## src/rtl/axis_sram_streamer.sv

```systemverilog
// SRAM-to-AXI4-Stream reader: issues credit-limited SRAM reads into a small prefetch
// FIFO and streams the words out with a rotating channel tag in tuser and a configurable tlast.
module axis_sram_streamer #(
  parameter int ADDR_WIDTH         = 13,
  parameter int TDATA_WIDTH        = 16,
  parameter int MAX_ADDR_WIDTH     = ADDR_WIDTH + 1,
  parameter int NUM_CHANNELS_WIDTH = $clog2(64 + 1),
  parameter int RD_LAT             = 1,
  parameter int FIFO_DEPTH         = 4
) (
  input  logic                          m_axis_aclk,
  input  logic                          m_axis_areset,
  input  logic                          start,
  input  logic [ADDR_WIDTH-1:0]         base_addr,
  input  logic [MAX_ADDR_WIDTH-1:0]     out_size,
  input  logic [NUM_CHANNELS_WIDTH-1:0] num_channels,
  input  logic                          tlast_per_group,
  output logic                          busy,
  output logic                          done,
  output logic                          sram_out_en,
  output logic [ADDR_WIDTH-1:0]         sram_out_addr,
  input  logic [TDATA_WIDTH-1:0]        sram_out_data_out,
  output logic [TDATA_WIDTH-1:0]        m_axis_tdata,
  output logic                          m_axis_tvalid,
  input  logic                          m_axis_tready,
  output logic                          m_axis_tlast,
  output logic [NUM_CHANNELS_WIDTH-1:0] m_axis_tuser
);

  localparam int NCW = NUM_CHANNELS_WIDTH;
  localparam int SW  = MAX_ADDR_WIDTH;
  localparam int CW  = $clog2(FIFO_DEPTH + RD_LAT + 3) + 1;
  localparam int PW  = (FIFO_DEPTH > 1) ? $clog2(FIFO_DEPTH) : 1;

  localparam logic [1:0] S_IDLE  = 2'd0;
  localparam logic [1:0] S_RUN   = 2'd1;
  localparam logic [1:0] S_DRAIN = 2'd2;
  localparam logic [1:0] S_DONE  = 2'd3;

  logic [1:0]             state_q, state_d;
  logic [ADDR_WIDTH-1:0]  addr_q, nxt_addr_q;
  logic [SW-1:0]          size_q, issued_q, sent_q;
  logic [NCW-1:0]         nch_q, chan_q;
  logic                   pg_q, en_q;
  logic [RD_LAT:1]        ret_q;
  logic [TDATA_WIDTH-1:0] mem_q [FIFO_DEPTH];
  logic [PW-1:0]          wr_q, rd_q;
  logic [CW-1:0]          cnt_q, inflight;
  logic                   issue, push, pop, tvalid_w;

  function automatic logic [PW-1:0] ptr_inc(input logic [PW-1:0] p);
    return (p == PW'(FIFO_DEPTH - 1)) ? '0 : p + PW'(1);
  endfunction

  // ret_q[k] marks a read enabled k cycles ago; the last stage lines up with valid read data.
  always_comb begin
    inflight = CW'(en_q);
    for (int k = 1; k <= RD_LAT; k++) inflight = inflight + CW'(ret_q[k]);
  end

  assign push     = ret_q[RD_LAT];
  assign tvalid_w = (cnt_q != '0);
  assign pop      = tvalid_w && m_axis_tready;
  // Credit check: every enabled or returning read already owns a FIFO slot.
  assign issue    = (state_q == S_RUN) && (issued_q != size_q) &&
                    (cnt_q + inflight + CW'(1) <= CW'(FIFO_DEPTH) + CW'(pop));

  always_comb begin
    state_d = state_q;
    case (state_q)
      S_IDLE:  if (start) state_d = (out_size == '0) ? S_DONE : S_RUN;
      S_RUN:   if (issued_q == size_q) state_d = S_DRAIN;
      S_DRAIN: if (inflight == '0 && (cnt_q == '0 || (cnt_q == CW'(1) && pop)))
                 state_d = S_DONE;
      default: state_d = S_IDLE;
    endcase
  end

  always_ff @(posedge m_axis_aclk or posedge m_axis_areset) begin
    if (m_axis_areset) begin
      state_q    <= S_IDLE;
      addr_q     <= '0;
      nxt_addr_q <= '0;
      size_q     <= '0;
      issued_q   <= '0;
      sent_q     <= '0;
      nch_q      <= NCW'(1);
      chan_q     <= '0;
      pg_q       <= 1'b0;
      en_q       <= 1'b0;
      ret_q      <= '0;
      wr_q       <= '0;
      rd_q       <= '0;
      cnt_q      <= '0;
      for (int i = 0; i < FIFO_DEPTH; i++) mem_q[i] <= '0;
    end else begin
      state_q <= state_d;
      if (state_q == S_IDLE && start) begin
        nxt_addr_q <= base_addr;
        size_q     <= out_size;
        nch_q      <= (num_channels == '0) ? NCW'(1) : num_channels;
        pg_q       <= tlast_per_group;
        issued_q   <= '0;
        sent_q     <= '0;
        chan_q     <= '0;
      end
      en_q <= issue;
      if (issue) begin
        addr_q     <= nxt_addr_q;
        nxt_addr_q <= nxt_addr_q + ADDR_WIDTH'(1);
        issued_q   <= issued_q + SW'(1);
      end
      ret_q[1] <= en_q;
      for (int k = 2; k <= RD_LAT; k++) ret_q[k] <= ret_q[k-1];
      if (push) begin
        mem_q[wr_q] <= sram_out_data_out;
        wr_q        <= ptr_inc(wr_q);
      end
      if (pop) begin
        rd_q   <= ptr_inc(rd_q);
        sent_q <= sent_q + SW'(1);
        chan_q <= (chan_q == nch_q - NCW'(1)) ? '0 : chan_q + NCW'(1);
      end
      cnt_q <= cnt_q + CW'(push) - CW'(pop);
    end
  end

  assign busy          = (state_q == S_RUN) || (state_q == S_DRAIN);
  assign done          = (state_q == S_DONE);
  assign sram_out_en   = en_q;
  assign sram_out_addr = addr_q;
  assign m_axis_tvalid = tvalid_w;
  assign m_axis_tdata  = tvalid_w ? mem_q[rd_q] : '0;
  assign m_axis_tuser  = tvalid_w ? chan_q : '0;
  assign m_axis_tlast  = tvalid_w && ((sent_q == size_q - SW'(1)) ||
                                      (pg_q && chan_q == nch_q - NCW'(1)));

endmodule

```

## config.mk

```make
export PLATFORM = sky130hd
export DESIGN_NAME = axis_sram_streamer
export DESIGN_NICKNAME = d
export VERILOG_FILES = /design/src/rtl/axis_sram_streamer.sv
export SDC_FILE = /design/constraint.sdc
export NUM_CORES = 1
export LEC_CHECK = 0
export ABC_CLOCK_PERIOD_IN_PS = 7200
export CAP_MARGIN = 20
export CELL_PAD_IN_SITES_DETAIL_PLACEMENT = 1
export CELL_PAD_IN_SITES_GLOBAL_PLACEMENT = 1
export CORE_MARGIN = 10
export CORE_UTILIZATION = 50
export DETAILED_ROUTE_END_ITERATION = 10
export DONT_BUFFER_PORTS = 1
export PLACE_DENSITY = 0.83
export SETUP_SLACK_MARGIN = 0.05
export SYNTH_ARGS = -nofsm -noshare
export SYNTH_HDL_FRONTEND = slang
export SYNTH_SLANG_ARGS = --single-unit
```

## constraint.sdc

```tcl
create_clock -name m_axis_aclk -period 7.2 [get_ports m_axis_aclk]
set_input_delay 2.16 -clock m_axis_aclk [delete_from_list [all_inputs] [get_ports m_axis_aclk]]
set_output_delay 2.16 -clock m_axis_aclk [all_outputs]
set_load 0.05 [all_outputs]
```

# Word-level counts from Yosys, hierarchy flattened
# Cells that the tools add are included.
# Widths: inputs -> output; s select.
# word_totals
ff_bits	159
word_cells	96
# classes
muxes	24
n_eq_ne	13
order_cmp	4
bitwise	2
n_addsub	14
reduce_logical	21
# op_table
cell	n
$bwmux 64	1
$mux 16	4
$mux 14	3
$mux 7	5
$bmux 16 s2	1
$demux 16 s2	1
$add 14x1->14 const B	2
$eq 14x14->1	2
$mux 13	2
$logic_not 14->1	1
$ne 14x14->1	1
$sub 14x1->14 const B	1
$add 13x1->13 const B	1
$mux 2	6
$logic_and 1x1->1	9
$eq 2x2->1 const B	4
$logic_not 4->1	2
$add 7x1->7 const B	1
$eq 7x7->1	1
$logic_not 7->1	1
$sub 7x1->7 const B	1
$ge 3x3->1 const B	2
$not 2->3	2
$pmux 2 s3	1
other kinds (18)	23

# Logic depth before layout (Yosys ltp)
# logic_depth
depth_word	7
mapped_depth	17

# Worst setup path before layout
# Ideal clock, no wire load.
# synth_timing
path_kind	reg-to-output
startpoint	register nch_q[0]
endpoint	output m_axis_tlast
stages_incl_launch_ff	8
slack_ns	2.542
arrival_ns	2.498
required_time_ns	5.040
path_cell_list	dfstp_2 -> inv_1 -> ha_1 -> xnor3_1 -> nand4_1 -> a31oi_2 -> o211ai_4 -> o32ai_2
# synth_via
elab_chain_len	5
# synth_rtl
element	line	rtl
start, declared	43	logic [NCW-1:0] nch_q, chan_q;
start signal, assigned	101	nch_q <= (num_channels == '0) ? NCW'(1) : num_channels;
$sub 7x1->7	136	(pg_q && chan_q == nch_q - NCW'(1)));
$eq 7x7->1	136	
$logic_and 1x1->1	136	
$logic_or 1x1->1	135	assign m_axis_tlast = tvalid_w && ((sent_q == size_q - SW'(1)) ||
$logic_and 1x1->1	135	
end, declared	26	output logic m_axis_tlast,
# Every way passes these cells.

# Worst setup path after layout
# Ends and elaborated chain as after synthesis.

==> reports/summary.txt <==
Sw Share -> 46.2%
Post-synth EDFFs -> 0
Seq/Total Area, Yosys -> 46.2%
Most common cell after layout, fill and taps aside -> dfrtp_1
First-pass GRT wire length -> 37200 µm
Post-DRT Antenna Nets -> 0
PostCTS Resize Cnt -> 0
Yosys cell types -> 59
Slew HR -> 36.8%
Period utilization -> 74.6%
Hold Path Depth -> 1
Clock power frac -> 18.8%
FF-to-FF Start -> cnt_q[2]
Hold buffer count at cts -> 0
DR vias -> 6172
Synthesized area per cell -> 10.5 µm²
Reg2Reg Setup Slack -> 2640 ps
RSZ-0062 raised after global routing -> false
Post-synthesis instance total -> 822
Non-Filler Instances -> 1038
Post-Syn Area -> 8610 µm²
Critical R2R Capture -> nxt_addr_q[3]
Clock Skew -> 13.8 ps
Final nets -> 888
RD Place Congestion -> 0.912
H-tree depth -> 4
Bufs on Longest Clock Path -> 2
Worst EP required -> 5040 ps
Initial antenna violation count -> 0
CTS root buf -> clkbuf_16
GR Util met1 -> 24.3%
# Max-Cap Violations -> 0
Die Span X -> 151 µm
Worst hold path class -> register to register
Min-delay src -> sent_q[13]
Worst slew pin tran -> 951 ps
Worst R2R Path Depth -> 15
Number of synthesized register bits -> 159
Most Crowded Layer GR -> met2
Initial Utilization -> 51.5%
Pleak -> 0.00415 µW
Core ar. -> 16700 µm²
Via/cell ratio -> 5.95
Placed Instances -> 1005
Internal power -> 2520 µW
Die H -> 151 µm
Number of diodes -> 0
Final Core Density -> 56.0%
Syn nets -> 905
Fill cells -> 1799
Async SR Flop Fraction -> 100%
Final Hold Viols -> 0
Critical path class -> register to primary output
Clk sink count -> 159
Peak VDD IR -> 0.326 mV
GRT Overall Usage -> 20.7%
TNS Setup -> 0 ps
Met2 Use GR -> 35.8%
Crit path DAT -> 3210 ps
Reg power frac -> 38.1%
Overflow after GRT -> 0
Final Slew Violations -> 0
CTS buffer count -> 17
Vias in the first global route -> 6852
Layout area overhead -> 8.66%
Wirelength per Cell -> 22.1 µm
Worst-Skew Late Latency -> 430 ps
Proportion of layout cells with a drive suffix above 1 -> 18.0%
Status -> finished clean
Logic gate share of total power -> 43.0%
Rows -> 47
Worst setup SP type -> register
Die area -> 22900 µm²
# IOs -> 96
Final wirelength -> 23000 µm
Multi-input gate area -> 4310 µm²
Switching pwr -> 2160 µW
Commonest non-fill, non-tap cells in the layout -> dfrtp_1 (158), nand2_1 (140), mux2_2 (70), inv_1 (35)
Clk slew on worst S/H paths -> 70 ps
Largest net degree at the start of global routing -> 121
Reg area -> 3980 µm²
Drt first pass iters -> 5
DRT iter0 DRCs -> 361
Setup bufs post-CTS -> 0
Input/output buffers -> 0
Crit path capture type -> primary output
CP Max Fanout -> 9
Final setup vio count -> 0
Hpwl dp -> 16200 µm
Fmax -> 186 MHz
Residual DRC -> 0
Top FF cell, synth -> dfrtp_1
Min Clock Period, post-route -> 5370 ps
PwrDens -> 501 nW/µm²
Worst hold endpoint -> sent_q[13]
CTS tree -> yes
GRT met3 Usage -> 6.65%
Yosys Warn Count -> 0
-- cell type report --
class,count,share of cell area (%)
multi-input cells,583,46.1
well taps,220,2.94
clock inverters,15,1.55
repair buffers,7,0.776
flip-flops and latches,159,42.5
clock buffers,17,4.55
inverters,37,1.54
-- Yosys cell counts, types with 5 or more instances --
cell type | count | area share, %
a211o_1 | 9 | 0.92
a21oi_1 | 8 | 0.47
a31oi_1 | 9 | 0.65
and2_1 | 23 | 1.7
and3_1 | 16 | 1.2
buf_1 | 5 | 0.22
buf_2 | 13 | 0.76
clkbuf_1 | 25 | 1.1
dfrtp_1 | 158 | 46
ha_1 | 26 | 3.8
inv_1 | 36 | 1.6
mux2_2 | 70 | 9.2
mux2i_1 | 13 | 1.5
mux4_2 | 16 | 4.2
nand2_1 | 140 | 6.1
nand3_1 | 32 | 1.9
nand4_1 | 11 | 0.80
nor2_1 | 21 | 0.92
nor2b_1 | 5 | 0.36
nor3_1 | 17 | 0.99
nor3b_1 | 6 | 0.52
nor4_1 | 11 | 0.80
o21ai_0 | 32 | 1.9
o221a_2 | 10 | 1.3
or3_1 | 9 | 0.65
xnor2_1 | 23 | 2.3
xor2_1 | 26 | 2.6
-- flip-flops by register name (all words and copies together) (netlist names) --
name,count
chan_q,7
cnt_q,4
issued_q,14
mem_q,64
nch_q,7
nxt_addr_q,13
pg_q,1
push,1
rd_q,2
sent_q,14
size_q,14
sram_out_addr,13
sram_out_en,1
state_q,2
wr_q,2
-- kinds of logic after synthesis --
logic type,Yosys count,share of synthesized area (%)
AND/OR/NAND/NOR,303,17.0
flip-flops,159,46.2
AO/OA/AOI/OAI,103,8.72
multiplexers,99,14.9
buffers and inverters,80,3.68
XOR/XNOR,50,5.25
adder cells (fa/ha/maj),28,4.24
-- worst max-delay path: stages (launching register included) --
cell and delay, ps:
dfstp_2 580, inv_1 60, ha_1 300, xnor3_1 410, nand4_1 130, a31oi_2 260, o211ai_4 160, o32ai_2 870
-- worst max-delay path by stage --
stage	from	to	slack, ps	cells after the start
2_1_floorplan	m_axis_areset	chan_q[0]	750	1
3_5_place_dp	m_axis_tready	nxt_addr_q[3]	2150	10
4_1_cts	nch_q[0]	m_axis_tlast	1820	7
3_3_place_gp	m_axis_tready	nxt_addr_q[5]	2220	10
5_1_grt	size_q[0]	m_axis_tlast	1600	8
6_report	nch_q[0]	m_axis_tlast	1830	7
-- through the flow --
| stage | setup WS, ps | hold WS, ps | total power (µW) | area (µm²) |
|---|---|---|---|---|
| after floorplan | 750 | 466 | 3360 | 8610 |
| final | 1830 | 500 | 4680 | 9350 |
| after CTS | 1820 | 502 | 4730 | 9330 |
| after global placement | 2220 | 481 | 3660 | 8760 |
| after detailed placement | 2150 | 490 | 3810 | 8760 |
| after global routing | 1600 | 516 | 5000 | 9350 |
-- power by group through the flow --
stage | registers, µW | logic, µW | clock network (µW)
final | 1790 | 2020 | 881
after global routing | 1850 | 2220 | 933
after CTS | 1790 | 2040 | 899
after detailed placement | 1800 | 2020 | 0
after global placement | 1750 | 1910 | 0
after floorplan | 1600 | 1760 | 0
-- per-layer routing --
layer	wire length, µm	share of wire, %
met1	9340	41
met2	12000	52
met3	1330	5.8
met4	306	1.3
met5	0	0
Power figures use the tool's default switching activity.
